==> src/rtl/ks_note_sequencer.sv <==
// ks_note_sequencer
// Step sequencer for one Karplus-Strong string voice. A small note table is
// stepped through at a programmable tempo; each step drives the string's
// period, drum/string select, pluck and freeze controls.
//
// Ports:
//   clk_i, rst_i          clock, synchronous active-high reset
//   cfg_we_i/addr/data    note-table write port, entry = {rest, drum, period}
//   start_i, stop_i       start at step 0 (IDLE only) / abort (any state)
//   loop_en_i             wrap to step 0 after the last step
//   len_i, tempo_i        last step index and step length, captured at start
//   pluck_o, period_o, drum_string_no, freeze_o   string controls
//   step_o, step_pulse_o, busy_o                  sequencer status
module ks_note_sequencer #(
    parameter int DATA_WIDTH   = 8,
    parameter int MAX_LENGTH   = 4,
    parameter int STEPS        = 8,
    parameter int TEMPO_WIDTH  = 16,
    parameter int PLUCK_CYCLES = 2
) (
    input  logic                     clk_i,
    input  logic                     rst_i,
    input  logic                     cfg_we_i,
    input  logic [$clog2(STEPS)-1:0] cfg_addr_i,
    input  logic [DATA_WIDTH+1:0]    cfg_data_i,
    input  logic                     start_i,
    input  logic                     stop_i,
    input  logic                     loop_en_i,
    input  logic [$clog2(STEPS)-1:0] len_i,
    input  logic [TEMPO_WIDTH-1:0]   tempo_i,
    output logic                     pluck_o,
    output logic [DATA_WIDTH-1:0]    period_o,
    output logic                     drum_string_no,
    output logic                     freeze_o,
    output logic [$clog2(STEPS)-1:0] step_o,
    output logic                     step_pulse_o,
    output logic                     busy_o
);
    localparam int AW = $clog2(STEPS);
    localparam int EW = DATA_WIDTH + 2;
    // Shortest legal step: pluck pulse plus LOAD plus one low cycle.
    localparam logic [TEMPO_WIDTH-1:0] MIN_LEN = TEMPO_WIDTH'(PLUCK_CYCLES + 2);

    typedef enum logic [2:0] {IDLE, LOAD, PLUCK, HOLD, REST} state_t;

    state_t                   state_reg, state_next;
    logic [AW-1:0]            step_reg, step_next;
    logic [AW-1:0]            last_reg, last_next;
    logic [TEMPO_WIDTH-1:0]   cnt_reg, cnt_next;
    logic [TEMPO_WIDTH-1:0]   end_reg, end_next;
    logic                     pluck_reg, pluck_next;
    logic                     freeze_reg, freeze_next;
    logic                     pulse_reg, pulse_next;
    logic                     busy_reg, busy_next;
    logic [DATA_WIDTH-1:0]    period_reg, period_next;
    logic                     drum_reg, drum_next;
    logic [AW-1:0]            step_out_reg, step_out_next;

    logic [EW-1:0]            table_reg [STEPS];
    logic [EW-1:0]            entry;
    logic [DATA_WIDTH-1:0]    period_clamped;
    logic [TEMPO_WIDTH-1:0]   tempo_floor;

    // Note table: one register per entry so that every entry clears on reset.
    genvar gi;
    generate
        for (gi = 0; gi < STEPS; gi++) begin : g_table
            always_ff @(posedge clk_i) begin
                if (rst_i) begin
                    table_reg[gi] <= '0;
                end else if (cfg_we_i && cfg_addr_i == AW'(gi)) begin
                    table_reg[gi] <= cfg_data_i;
                end
            end
        end
    endgenerate

    // LOAD reads the pre-edge contents, so a same-cycle write is seen next visit.
    assign entry = table_reg[step_reg];

    always_comb begin
        period_clamped = entry[DATA_WIDTH-1:0];
        if (entry[DATA_WIDTH-1:0] == '0) begin
            period_clamped = DATA_WIDTH'(1);
        end else if (entry[DATA_WIDTH-1:0] > DATA_WIDTH'(MAX_LENGTH)) begin
            period_clamped = DATA_WIDTH'(MAX_LENGTH);
        end
    end

    assign tempo_floor = (tempo_i > MIN_LEN) ? tempo_i : MIN_LEN;

    always_comb begin
        state_next    = state_reg;
        step_next     = step_reg;
        last_next     = last_reg;
        cnt_next      = cnt_reg + 1'b1;
        end_next      = end_reg;
        pluck_next    = 1'b0;
        freeze_next   = 1'b0;
        pulse_next    = 1'b0;
        period_next   = period_reg;
        drum_next     = drum_reg;
        step_out_next = step_out_reg;

        case (state_reg)
            IDLE: begin
                if (start_i) begin
                    state_next = LOAD;
                    step_next  = '0;
                    last_next  = len_i;
                    end_next   = tempo_floor - 1'b1;
                end
            end
            LOAD: begin
                period_next   = period_clamped;
                drum_next     = entry[DATA_WIDTH];
                step_out_next = step_reg;
                pulse_next    = 1'b1;
                // LOAD is count 0 of the step, so the next cycle is count 1.
                cnt_next      = TEMPO_WIDTH'(1);
                if (entry[DATA_WIDTH+1]) begin
                    state_next  = REST;
                    freeze_next = 1'b1;
                end else begin
                    state_next = PLUCK;
                    pluck_next = 1'b1;
                end
            end
            PLUCK: begin
                if (cnt_reg == TEMPO_WIDTH'(PLUCK_CYCLES)) begin
                    state_next = HOLD;
                end else begin
                    pluck_next = 1'b1;
                end
            end
            HOLD, REST: begin
                // Freeze covers the whole rest step including the next LOAD cycle.
                freeze_next = (state_reg == REST);
                if (cnt_reg == end_reg) begin
                    if (step_reg != last_reg) begin
                        state_next = LOAD;
                        step_next  = step_reg + 1'b1;
                    end else if (loop_en_i) begin
                        state_next = LOAD;
                        step_next  = '0;
                    end else begin
                        state_next = IDLE;
                    end
                end
            end
            default: state_next = IDLE;
        endcase

        if (stop_i) begin
            state_next = IDLE;
        end

        busy_next = (state_reg != IDLE) && (state_next != IDLE);

        // Entering IDLE silences the string controls but keeps the last note.
        if (state_next == IDLE) begin
            pluck_next    = 1'b0;
            freeze_next   = 1'b0;
            pulse_next    = 1'b0;
            period_next   = period_reg;
            drum_next     = drum_reg;
            step_out_next = step_out_reg;
        end
    end

    always_ff @(posedge clk_i) begin
        if (rst_i) begin
            state_reg    <= IDLE;
            step_reg     <= '0;
            last_reg     <= '0;
            cnt_reg      <= '0;
            end_reg      <= '0;
            pluck_reg    <= 1'b0;
            freeze_reg   <= 1'b0;
            pulse_reg    <= 1'b0;
            busy_reg     <= 1'b0;
            period_reg   <= DATA_WIDTH'(1);
            drum_reg     <= 1'b0;
            step_out_reg <= '0;
        end else begin
            state_reg    <= state_next;
            step_reg     <= step_next;
            last_reg     <= last_next;
            cnt_reg      <= cnt_next;
            end_reg      <= end_next;
            pluck_reg    <= pluck_next;
            freeze_reg   <= freeze_next;
            pulse_reg    <= pulse_next;
            busy_reg     <= busy_next;
            period_reg   <= period_next;
            drum_reg     <= drum_next;
            step_out_reg <= step_out_next;
        end
    end

    assign pluck_o        = pluck_reg;
    assign freeze_o       = freeze_reg;
    assign step_pulse_o   = pulse_reg;
    assign busy_o         = busy_reg;
    assign period_o       = period_reg;
    assign drum_string_no = drum_reg;
    assign step_o         = step_out_reg;

endmodule
==> config.mk <==
export PLATFORM = sky130hd
export DESIGN_NAME = ks_note_sequencer
export DESIGN_NICKNAME = d
export VERILOG_FILES = /design/src/rtl/ks_note_sequencer.sv
export SDC_FILE = /design/constraint.sdc
export NUM_CORES = 1
export LEC_CHECK = 0
export CORE_UTILIZATION = 52
export CTS_CLUSTER_SIZE = 40
export DETAILED_ROUTE_END_ITERATION = 10
export GPL_TIMING_DRIVEN = 0
export PLACE_DENSITY = 0.76
export SYNTH_ARGS = -nofsm -noshare
export SYNTH_HDL_FRONTEND = slang
export SYNTH_SLANG_ARGS = --single-unit
==> constraint.sdc <==
create_clock -name clk_i -period 4.18 [get_ports clk_i]
set_input_delay 1.254 -clock clk_i [delete_from_list [all_inputs] [get_ports clk_i]]
set_output_delay 1.254 -clock clk_i [all_outputs]
set_load 0.05 [all_outputs]
==> Implementation_results.wiki, run 1 <==
{| class="wikitable"
! Metric !! Value
|-
| Async SR Flop Fraction || 0%
|-
| Maximum ir drop on the vdd rail || 0.4080 mV
|-
| Hold Path Origin || step_o[0]$_SDFFE_PP0P_
|-
| Core area || 12,060 µm²
|-
| Netlist area before placement || 6439 µm²
|-
| Worst setup path startpoint || tempo_i[6]
|-
| Setup repair after global routing missed its margin || false
|-
| Cell-by-cell trace of the critical path || clkdlybuf4s50_1 -> nor4_2 -> nand4_1 -> or2_2 -> nand2_1 -> ha_2 -> or4b_4 -> a2111oi_4 -> nand3_1 -> xor2_1 -> a211oi_2
|-
| Clock transition at path regs || 0.06 ns
|-
| Adder-cell share of the synthesized area || 0.7773%
|-
| Slew Limit Fails || 0
|-
| Multiplexer share of the synthesized area || 4.469%
|-
| GRT Overall Usage || 25.31%
|-
| Complex-gate fraction of the synthesized area || 8.492%
|-
| Worst min-delay path category || flip-flop to flip-flop
|-
| Initial DRT Pass Iterations || 4
|-
| Delay of the slowest cell on the worst path || 0.50 ns
|-
| Final cycle utilization of the critical path || 97.29%
|-
| Clock Root Buffer || sky130_fd_sc_hd__clkbuf_16
|-
| Synthesis-stage register bit count || 140
|-
| Tightest hold margin || 0.4565 ns
|-
| H-tree levels || 4
|-
| Die ar. || 12,830 µm²
|-
| Fin nets || 687
|-
| Clock insertion delay at the later pin of the skew report || 0.43 ns
|-
| IO buf count || 52
|-
| Max Cap Violations || 0
|-
| Clock tree from TritonCTS || done
|-
| Number of cells produced by synthesis || 571
|-
| Synthesis-to-finish area growth || 22.25%
|-
| Worst Clk Skew || 0.005080 ns
|-
| Number of antenna violations at the first check in global routing || 0
|-
| Diodes inserted || 0
|-
| Number of top-level pins || 54
|-
| Worst path top cell family by delay || simple AND/OR/NAND/NOR gates
|-
| Post-Syn Nets || 613
|-
| Sink Count || 140
|-
| Worst Path Arrival || 4.41 ns
|-
| Number of clock buffers inserted by TritonCTS || 17
|-
| Fraction of final layout cells with drive strength greater than 1 || 10.79%
|-
| Worst relative slew slack || 30.09%
|-
| CTS hold repair buffers || 0
|-
| DRC violations left || 0
|-
| Pre-CTS setup slack || -0.7413 ns
|-
| Global-route congestion overflow total || 0
|-
| DIE HEIGHT || 113.3 µm
|-
| WP data required || 4.52 ns
|-
| Worst path slowest cell || sky130_fd_sc_hd__clkdlybuf4s50_1
|-
| Endpoint type of the worst setup path || flip-flop
|-
| Synthesized area divided by synthesized cell count || 11.28 µm²
|-
| Worst-case clock buffer depth || 2
|-
| Floorplan row count || 40
|-
| Final ANT Viol Nets || 0
|-
| Violation count after the first detailed-routing iteration || 265
|-
| Top achievable clock speed || 245.9 MHz
|-
| Share of the yosys chip area belonging to registers || 55.97%
|-
| Final Hold Violating Endpoints || 0
|-
| Library cells used by synthesis || 58
|-
| First-pass GRT wire length || 24.11 mm
|-
| Dpl hpwl || 10.33 mm
|-
| Leakage component of the power || 0.002862 µW
|-
| Final setup vio count || 0
|-
| Die Width || 113.3 µm
|-
| Flip-flop count of the largest register after layout || 80
|-
| Starting Density || 53.38%
|-
| Vias in the first global route || 4,834
|-
| Average detailed-routed wire length per instance || 17.92 µm
|-
| Total wire length after detailed routing || 14.80 mm
|-
| Number of synthesized flops with an enable pin || 80
|-
| Via count || 4,663
|-
| Total negative setup slack || 0 ns
|-
| Warning count from the yosys run || 0
|-
| Type of the worst setup path || input port to flip-flop
|-
| Commonest cells after routing, fill and taps aside || sky130_fd_sc_hd__and2_1 (88), sky130_fd_sc_hd__edfxtp_1 (80), sky130_fd_sc_hd__dfxtp_1 (60)
|-
| Most common cell after layout, fill and taps aside || sky130_fd_sc_hd__and2_1
|-
| Post-synth top flop || sky130_fd_sc_hd__edfxtp_1
|-
| Dominant combinational cell family by area after synthesis || simple AND/OR/NAND/NOR gates
|-
| Slew of the pin with the lowest slew margin || 1.046 ns
|-
| Critical path buffers and inverters || 1
|-
| Avg Vias per Cell || 5.645
|-
| Power density over the cells || 442.1 nW/µm²
|-
| Utilization after layout || 65.26%
|-
| Result of the run || complete, no violations
|-
| Basic-gate share of the synthesized area counting and, or, nand and nor cells || 22.83%
|-
| Final estimated routing congestion in global placement || 0.9024
|-
| Maximum fanout count along the critical path || 5
|-
| Synthesized-area fraction occupied by xor and xnor cells || 5.577%
|-
| Fin crit period || 4.067 ns
|-
| Crit start category || input port
|-
| Fin worst setup slack || 0.1131 ns
|-
| Maximum number of pins on one net before global-route repair || 17
|}
## power by group
| group | switching, µW | internal, µW | leakage, µW | total (µW) |
|---|---|---|---|---|
| clock network | 609 | 1070 | 0.000317 | 1680 |
| logic | 141 | 98.6 | 0.00128 | 240 |
| registers | 32.2 | 1530 | 0.00126 | 1560 |
## worst reg2reg max path, delay by kind of cell, from the launching register on
kind            cells  cell delay (ns)
flops               1             0.38
buf+inv             1             0.26
simple gates        1             0.61
compound gates      4             0.98
## final timing paths
| check | end | slack [ns] | cells past startpoint |
|---|---|---|---|
| hold / removal | step_o[0]$_SDFFE_PP0P_ | 0.46 | 2 |
| setup / recovery | end_reg[12]$_SDFFE_PP0P_ | 0.11 | 11 |
| hold reg to reg | step_o[0]$_SDFFE_PP0P_ | 0.46 | 2 |
| setup reg to reg | period_o[0]$_SDFFE_PP1P_ | 1.89 | 6 |
## cell type report
type | count | area, µm²
clock buffer | 17 | 425.4
fill | 928 | 4190
sequential | 140 | 3603
timing repair buffer | 55 | 550.5
inverter | 8 | 30.03
tap | 168 | 210.2
multi-input combinational | 401 | 2726
clock inverter | 15 | 234.0
buffer | 22 | 91.34
## routing by layer
layer  vias to the layer above  GRT usage [%]  routed length, µm
li1                       2216              -                  -
met1                      2289          27.82               5789
met2                       134          45.24               7914
met3                        24          7.445                824
met4                         0          11.32                274
met5                         -              0                  0
## stage by stage
stage               instance area, µm²  power, µW  std cells
floorplan                         6439       1716        571
global placement                  7169       1813        791
detailed placement                7169       1827        791
CTS                               7844       3492        825
global route                      7871       3583        826
finish                            7871       3480        826
## synth_stat cells (5+ instances only)
cell type                  number  area share, %
sky130_fd_sc_hd__and2_1        88            8.6
sky130_fd_sc_hd__edfxtp_1      80             37
sky130_fd_sc_hd__dfxtp_1       60             19
sky130_fd_sc_hd__nor2_1        51            3.0
sky130_fd_sc_hd__xor2_1        36            4.9
sky130_fd_sc_hd__nand2_1       33            1.9
sky130_fd_sc_hd__a21oi_1       21            1.6
sky130_fd_sc_hd__nor3_1        16            1.2
sky130_fd_sc_hd__nor4_1        16            1.6
sky130_fd_sc_hd__clkbuf_1      13           0.76
sky130_fd_sc_hd__a211oi_1      12            1.4
sky130_fd_sc_hd__nand2b_1      11            1.1
sky130_fd_sc_hd__nand3_1       11           0.85
sky130_fd_sc_hd__mux4_2        10            3.5
sky130_fd_sc_hd__nand4_1        9           0.87
sky130_fd_sc_hd__inv_1          8           0.47
sky130_fd_sc_hd__o21ai_0        8           0.62
sky130_fd_sc_hd__buf_2          7           0.54
sky130_fd_sc_hd__o21bai_1       6           0.70
sky130_fd_sc_hd__xnor2_1        5           0.68
## timing repair
action	in CTS	in global routing
resized for setup	0	6
buffers inserted	2	1
pin swaps	2	3
setup endpoints to repair	4	2
## cell families (layout without fill, tap and decap cells)
family / count (synthesis) / in the layout
buffers and inverters: 30 / 117
AND/OR/NAND/NOR: 265 / 265
multiplexers: 16 / 16
adder cells (fa/ha/maj): 4 / 4
flip-flops: 140 / 140
XOR/XNOR: 41 / 41
AO/OA/AOI/OAI: 75 / 75
Note: power is estimated with default switching activity, not from simulation.
==> run 2: changes to the inputs <==
- SETUP_SLACK_MARGIN: unset -> 0.4
==> run 2 against run 1 <==
  * Final cell count up 1.3%
  * Count of clock-buffer cells in the layout up 2
  * First-iteration DRC count up 43%
  * Critical path depth unchanged
  * Largest power group is now registers
  * Highest routed layer unchanged
  * Non-clock buffer count up 11
  * Clock power down 15%
  * Cell area up 0.32%
  * Setup slack better by 0.50 ns
  * Combinational power up 5%
==> Implementation_results.wiki, run 2 (same netlist as run 1, synthesis figures left out) <==
{| class="wikitable"
! Metric !! Value
|-
| Result of the run || complete, no violations (unchanged)
|-
| Power density over the cells || 410.6 nW/µm² (was 442.1 nW/µm²)
|-
| Worst Clk Skew || 0.006100 ns (was 0.005080 ns)
|-
| Via count || 4,675 (was 4,663)
|-
| Number of top-level pins || 54 (unchanged)
|-
| Share of total power in combinational logic || 7.7% (was 6.9%)
|-
| DRC violations left || 0 (unchanged)
|-
| Total wire length after detailed routing || 15.11 mm (was 14.80 mm)
|-
| H-tree levels || 4 (unchanged)
|-
| Worst min-delay path category || flip-flop to flip-flop (unchanged)
|-
| Worst-case clock buffer depth || 2 (unchanged)
|-
| Synthesis-to-finish area growth || 22.64% (was 22.25%)
|-
| GRT Overall Usage || 25.20% (was 25.31%)
|-
| # fillers || 900 (was 928)
|-
| Maximum fanout count along the critical path || 5 (unchanged)
|-
| Total placed cells including tap cells || 791 (unchanged)
|-
| Slew of the pin with the lowest slew margin || 1.159 ns (was 1.046 ns)
|-
| Share of power burned in the clock network || 44.2% (was 48.2%)
|-
| Critical path buffers and inverters || 2 (was 1)
|-
| Final ANT Viol Nets || 0 (unchanged)
|-
| Cell-by-cell trace of the critical path || clkdlybuf4s50_1 -> inv_1 -> nand4_1 -> or2_4 -> nand2_2 -> ha_4 -> or4b_4 -> a2111oi_4 -> nand3_1 -> xor2_1 -> a211oi_2 (was clkdlybuf4s50_1 -> nor4_2 -> nand4_1 -> or2_2 -> nand2_1 -> ha_2 -> or4b_4 -> a2111oi_4 -> nand3_1 -> xor2_1 -> a211oi_2)
|-
| Final design instance area without fill || 7896 µm² (was 7871 µm²)
|-
| DIE HEIGHT || 113.3 µm (unchanged)
|-
| Layer carrying the most global-route usage || met2 (unchanged)
|-
| Commonest cells after routing, fill and taps aside || sky130_fd_sc_hd__and2_1 (88), sky130_fd_sc_hd__edfxtp_1 (80), sky130_fd_sc_hd__dfxtp_1 (60) (unchanged)
|-
| WP data required || 4.52 ns (about the same)
|-
| Final Hold Violating Endpoints || 0 (unchanged)
|-
| Maximum ir drop on the vdd rail || 0.3211 mV (was 0.4080 mV)
|-
| Starting Density || 53.38% (unchanged)
|-
| Worst path slowest cell || sky130_fd_sc_hd__clkdlybuf4s50_1 (unchanged)
|-
| Die ar. || 12,830 µm² (unchanged)
|-
| Sink Count || 140 (unchanged)
|-
| Die Width || 113.3 µm (unchanged)
|-
| Setup repair after global routing missed its margin || false (unchanged)
|-
| Switching Share || 22.95% (was 22.48%)
|-
| Grt met2 use || 44.91% (was 45.24%)
|-
| Fin nets || 698 (was 687)
|-
| Post-Layout Cell Count || 837 (was 826)
|-
| Slew Limit Fails || 0 (unchanged)
|-
| Max Cap Violations || 0 (unchanged)
|-
| Core area || 12,060 µm² (unchanged)
|-
| Clock transition at path regs || 0.05 ns (was 0.06 ns)
|-
| Final estimated routing congestion in global placement || 0.8600 (was 0.9024)
|-
| First-pass GRT wire length || 23.83 mm (was 24.11 mm)
|-
| Number of antenna violations at the first check in global routing || 0 (unchanged)
|-
| Fin crit period || 3.565 ns (was 4.067 ns)
|-
| Met3 GRT Util || 6.213% (was 7.445%)
|-
| Internal power || 2498 µW (was 2698 µW)
|-
| Number of clock buffers inserted by TritonCTS || 17 (unchanged)
|-
| Clock Root Buffer || sky130_fd_sc_hd__clkbuf_16 (unchanged)
|-
| Utilization after layout || 65.47% (was 65.26%)
|-
| Top achievable clock speed || 280.5 MHz (was 245.9 MHz)
|-
| IO buf count || 52 (unchanged)
|-
| Dpl hpwl || 10.22 mm (was 10.33 mm)
|-
| Leakage component of the power || 0.002876 µW (was 0.002862 µW)
|-
| Fraction of final layout cells with drive strength greater than 1 || 12.41% (was 10.79%)
|-
| Worst path top cell family by delay || simple AND/OR/NAND/NOR gates (unchanged)
|-
| Avg Vias per Cell || 5.585 (was 5.645)
|-
| Global-route congestion overflow total || 0 (unchanged)
|-
| Floorplan row count || 40 (unchanged)
|-
| Type of the worst setup path || input port to flip-flop (unchanged)
|-
| Crit start category || input port (unchanged)
|-
| Flip-flop count of the largest register after layout || 80 (unchanged)
|-
| Sequential group share of total power || 48.1% (was 44.9%)
|-
| Endpoint type of the worst setup path || flip-flop (unchanged)
|-
| Maximum number of pins on one net before global-route repair || 17 (unchanged)
|-
| Clock tree from TritonCTS || done (unchanged)
|-
| Delay of the slowest cell on the worst path || 0.50 ns (about the same)
|-
| Worst Path Arrival || 3.91 ns (was 4.41 ns)
|-
| Violation count after the first detailed-routing iteration || 380 (was 265)
|-
| Average detailed-routed wire length per instance || 18.06 µm (was 17.92 µm)
|-
| Vias in the first global route || 4,709 (was 4,834)
|-
| Post-placement cell area || 7198 µm² (was 7169 µm²)
|-
| Global routing met1 resource utilization || 29.52% (was 27.82%)
|-
| Most common cell after layout, fill and taps aside || sky130_fd_sc_hd__and2_1 (unchanged)
|-
| Net switching component of the power || 744.0 µW (was 782.3 µW)
|-
| Diodes inserted || 0 (unchanged)
|-
| Final setup vio count || 0 (unchanged)
|-
| Final cycle utilization of the critical path || 85.30% (was 97.29%)
|-
| Clock insertion delay at the later pin of the skew report || 0.43 ns (about the same)
|-
| Initial DRT Pass Iterations || 4 (unchanged)
|-
| Worst relative slew slack || 22.17% (was 30.09%)
|}
## run 2: cell count changes in the layout (fill, tap and decap cells not counted), sizes merged
cell / previous run / this run
buf: 12 / 23
dlygate4sd2: 0 / 8
clkdlybuf4s50: 49 / 42
clkinv: 3 / 8
inv: 13 / 8
bufinv: 5 / 2
clkbuf: 30 / 32
clkinvlp: 2 / 3
dlymetal6s2s: 3 / 2
## run 2: metrics by stage
stage / setup TNS, ns / hold slack, ns / power [µW] / setup WS, ns
floorplan: 0 / 0.4478 / 1718 / 0.4331
finish: 0 / 0.4575 / 3242 / 0.6146
detailed placement: -1.591 / 0.4518 / 1830 / -0.4792
global placement: -1.162 / 0.4423 / 1818 / -0.3538
global route: 0 / 0.4883 / 3344 / 0.4958
CTS: 0 / 0.4590 / 3252 / 0.4008
## run 2: layout make-up
cell class / count / area, µm² / area share, %
plain buffers: 22 / 91.34 / 1.157
clock buffers: 19 / 432.9 / 5.482
clock inverters: 13 / 126.4 / 1.600
inverters: 8 / 30.03 / 0.3803
multi-input cells: 401 / 2781 / 35.22
flip-flops and latches: 140 / 3603 / 45.63
well taps: 168 / 210.2 / 2.662
repair buffers: 66 / 620.6 / 7.859
## run 2: timing repair
action	CTS	global route
setup endpoints to repair	4	4
buffers inserted	13	1
hold buffers	0	0
pin swaps	6	3
resized for setup	11	8
## run 2: final timing paths
| kind | slack [ns] | cells after the start | from | to |
|---|---|---|---|---|
| min reg2reg | 0.46 | 2 | step_o[0]$_SDFFE_PP0P_ | step_o[0]$_SDFFE_PP0P_ |
| max | 0.61 | 11 | tempo_i[9] | end_reg[12]$_SDFFE_PP0P_ |
| min | 0.46 | 2 | step_o[0]$_SDFFE_PP0P_ | step_o[0]$_SDFFE_PP0P_ |
| max reg2reg | 1.94 | 6 | flip-flop | period_o[0]$_SDFFE_PP1P_ |
## run 2: worst min-delay path, delay by kind of cell (launching register included)
family	cells	cell delay, ns
simple gates	1	0.05
flops	1	0.31
compound gates	1	0.05
## run 2: per-layer routing
| metal | part of all wire, % | routed length (µm) | vias to the layer above |
|---|---|---|---|
| met1 | 41 | 6253 | 2291 |
| met3 | 4.3 | 652 | 28 |
| li1 | - | - | 2240 |
| met5 | 0 | 0 | - |
| met4 | 1.8 | 273 | 0 |
| met2 | 52 | 7934 | 116 |
## run 2: power groups by stage
stage                     Combinational (µW)  Clock, µW  Sequential, µW
after floorplan                          135          0            1580
after global placement                   235          0            1580
after detailed placement                 244          0            1590
after CTS                                246       1450            1560
after global routing                     275       1500            1570
final                                    251       1430            1560
==> run 3: changes to the inputs <==
- CORE_UTILIZATION: 52 -> 55
- clock period: 4.18 -> 3.7 ns (I/O delays scaled with it)
==> run 3 against run 2 <==
  * Final cell count shrank 3.1%
  * Clock skew down 0.0020 ns
  * Global-route usage rose by 1.6 points
  * Die area is 5.4% lower
  * Utilization grew 3.2 points
  * Sequential share of layout area is 0.30 points higher
  * Sequential cell count unchanged
  * First-iteration DRC count fell by 27%
  * Combinational power rose by 13%
  * Sequential power increased by 13%
  * Highest routed layer unchanged
==> Implementation_results.wiki, run 3 (same netlist as run 1, synthesis figures left out) <==
{| class="wikitable"
! Metric !! Value
|-
| DIE HEIGHT || 110.2 µm (was 113.3 µm)
|-
| Cell seen most often among critical-path stages || sky130_fd_sc_hd__clkbuf_1
|-
| Fin nets || 697 (was 698)
|-
| Maximum number of pins on one net before global-route repair || 17 (unchanged)
|-
| Net switching component of the power || 873.5 µW (was 744.0 µW)
|-
| Top achievable clock speed || 309.4 MHz
|-
| Vias in the first global route || 4,768 (was 4,709)
|-
| Number of top-level pins || 54 (unchanged)
|-
| Final setup vio count || 0 (unchanged)
|-
| Endpoint type of the worst setup path || flip-flop (unchanged)
|-
| Fraction of final layout cells with drive strength greater than 1 || 14.22% (was 12.41%)
|-
| Maximum fanout count along the critical path || 10 (was 5)
|-
| First-pass GRT wire length || 23.46 mm (was 23.83 mm)
|-
| Switching Share || 23.56% (was 22.95%)
|-
| Critical path buffers and inverters || 3 (was 2)
|-
| H-tree levels || 4 (unchanged)
|-
| Delay of the slowest cell on the worst path || 0.67 ns (was 0.50 ns)
|-
| Result of the run || complete, no violations (unchanged)
|-
| Avg Vias per Cell || 5.790 (was 5.585)
|-
| Slew of the pin with the lowest slew margin || 1.025 ns (was 1.159 ns)
|-
| Number of antenna violations at the first check in global routing || 0 (unchanged)
|-
| Worst Path Arrival || 3.28 ns (was 3.91 ns)
|-
| Worst Clk Skew || 0.004146 ns (was 0.006100 ns)
|-
| Fin crit period || 3.232 ns
|-
| Dpl hpwl || 10.11 mm (was 10.22 mm)
|-
| Total wire length after detailed routing || 14.99 mm (was 15.11 mm)
|-
| Worst path slowest cell || sky130_fd_sc_hd__clkdlybuf4s50_1 (unchanged)
|-
| IO buf count || 52 (unchanged)
|-
| Clock transition at path regs || 0.06 ns (was 0.05 ns)
|-
| Clock tree from TritonCTS || done (unchanged)
|-
| Violation count after the first detailed-routing iteration || 278 (was 380)
|-
| Max Cap Violations || 0 (unchanged)
|-
| Flip-flop count of the largest register after layout || 80 (unchanged)
|-
| Worst relative slew slack || 31.12% (was 22.17%)
|-
| Synthesis-to-finish area growth || 21.84% (was 22.64%)
|-
| Worst path top cell family by delay || buffers and inverters (was simple AND/OR/NAND/NOR gates)
|-
| Final estimated routing congestion in global placement || 0.8372 (was 0.8600)
|-
| Type of the worst setup path || input port to flip-flop (unchanged)
|-
| Hold depth || 1 (was 2)
|-
| Clock Root Buffer || sky130_fd_sc_hd__clkbuf_16 (unchanged)
|-
| Leakage component of the power || 0.002866 µW (was 0.002876 µW)
|-
| Final design instance area without fill || 7845 µm² (was 7896 µm²)
|-
| Global-route congestion overflow total || 0 (unchanged)
|-
| Worst min-delay path category || flip-flop to flip-flop (unchanged)
|-
| Worst r2r path cells || 7 (was 6)
|-
| Die Width || 110.2 µm (was 113.3 µm)
|-
| Internal power || 2834 µW (was 2498 µW)
|-
| Sequential group share of total power || 47.5% (was 48.1%)
|-
| Cell-by-cell trace of the critical path || clkdlybuf4s50_1 -> clkbuf_1 -> clkbuf_1 -> o21bai_1 (was clkdlybuf4s50_1 -> inv_1 -> nand4_1 -> or2_4 -> nand2_2 -> ha_4 -> or4b_4 -> a2111oi_4 -> nand3_1 -> xor2_1 -> a211oi_2)
|-
| Number of clock buffers inserted by TritonCTS || 17 (unchanged)
|-
| WP data required || 3.74 ns (was 4.52 ns)
|-
| Share of total power in combinational logic || 7.7% (about the same)
|-
| Setup repair after global routing missed its margin || false (unchanged)
|-
| Worst-case clock buffer depth || 2 (unchanged)
|-
| Core area || 11,420 µm² (was 12,060 µm²)
|-
| Total power of the final layout || 3707 µW (was 3242 µW)
|-
| Commonest cells after routing, fill and taps aside || sky130_fd_sc_hd__and2_1 (88), sky130_fd_sc_hd__edfxtp_1 (80), sky130_fd_sc_hd__dfxtp_1 (60) (unchanged)
|-
| CTS hold repair buffers || 0 (unchanged)
|-
| GRT Overall Usage || 26.81% (was 25.20%)
|-
| Sink Count || 140 (unchanged)
|-
| Die ar. || 12,140 µm² (was 12,830 µm²)
|-
| Initial DRT Pass Iterations || 4 (unchanged)
|-
| Power density over the cells || 472.5 nW/µm² (was 410.6 nW/µm²)
|-
| Floorplan row count || 39 (was 40)
|-
| Maximum ir drop on the vdd rail || 0.4071 mV (was 0.3211 mV)
|-
| Final ANT Viol Nets || 0 (unchanged)
|-
| Via count || 4,696 (was 4,675)
|-
| Final cycle utilization of the critical path || 87.35%
|-
| Diodes inserted || 0 (unchanged)
|-
| Slew Limit Fails || 0 (unchanged)
|-
| Average detailed-routed wire length per instance || 18.48 µm (was 18.06 µm)
|-
| Crit start category || input port (unchanged)
|-
| Post-placement cell area || 7167 µm² (was 7198 µm²)
|-
| Clock insertion delay at the later pin of the skew report || 0.43 ns (about the same)
|-
| Share of power burned in the clock network || 44.9% (was 44.2%)
|-
| Starting Density || 56.39% (was 53.38%)
|-
| Most common cell after layout, fill and taps aside || sky130_fd_sc_hd__and2_1 (unchanged)
|-
| Final Hold Violating Endpoints || 0 (unchanged)
|-
| Depth of the critical timing path with buffers and inverters included || 4 (was 11)
|-
| DRC violations left || 0 (unchanged)
|}
-- run 3: cell count changes in the layout (fill, tap and decap cells not counted), moves of 2 or more --
cell                              previous run  this run
sky130_fd_sc_hd__dlymetal6s2s_1              2         0
sky130_fd_sc_hd__clkdlybuf4s15_2             0         2
sky130_fd_sc_hd__inv_6                       0         2
sky130_fd_sc_hd__o21bai_2                    0         3
sky130_fd_sc_hd__clkdlybuf4s50_1            42        36
sky130_fd_sc_hd__buf_2                       7        13
sky130_fd_sc_hd__o21bai_1                    6         3
sky130_fd_sc_hd__clkinv_1                    3         1
-- run 3: final timing paths --
path	start	endpoint	slack [ns]
min reg2reg	period_o[4]$_SDFFE_PP0P_	period_o[4]$_SDFFE_PP0P_	0.46
min	period_o[4]$_SDFFE_PP0P_	period_o[4]$_SDFFE_PP0P_	0.46
max reg2reg	cnt_reg[0]$_SDFF_PP0_	busy_o$_SDFF_PP0_	1.47
max	rst_i	table_reg[7][6]$_SDFFCE_PN0P_	0.47
-- run 3: power by group through the flow --
stage | Combinational (µW) | Sequential [µW] | Clock (µW)
6_report | 284 | 1760 | 1660
5_1_grt | 307 | 1770 | 1740
4_1_cts | 280 | 1760 | 1670
3_5_place_dp | 273 | 1790 | 0
3_3_place_gp | 266 | 1790 | 0
2_1_floorplan | 153 | 1790 | 0
-- run 3: area by class of cell --
type                       instances  area, µm²
buffer                            22      91.34
fill                             818       3573
clock inverter                    14      145.1
tap                              143      178.9
inverter                           8      30.03
clock buffer                      18      429.2
timing repair buffer              65      580.6
sequential                       140       3603
multi-input combinational        401       2786
-- run 3: timing repair --
item | 4_1_cts | 5_1_grt
pin swaps | 12 | 2
gates resized for setup | 45 | 4
setup buffers | 13 | 0
endpoints found under the setup margin | 7 | 43
-- run 3: routing by layer --
metal	track usage [%]	wire length, µm	vias to the layer above
met5	0	0	-
met4	11.37	325	0
met3	6.467	842	33
met2	48.08	7860	133
met1	30.47	5962	2288
li1	-	-	2242
-- run 3: through the flow --
stage	utilization [%]	instances	TNS (ns)	hold WS (ns)	setup WS, ns
after floorplan	-	571	0	0.4478	0.09715
after global placement	62.77	766	-2.815	0.4421	-0.6942
after detailed placement	62.77	766	-3.527	0.4497	-0.8314
after CTS	68.53	811	0	0.4623	0.4095
after global routing	68.70	811	0	0.4817	0.4065
final	68.70	811	0	0.4589	0.4679
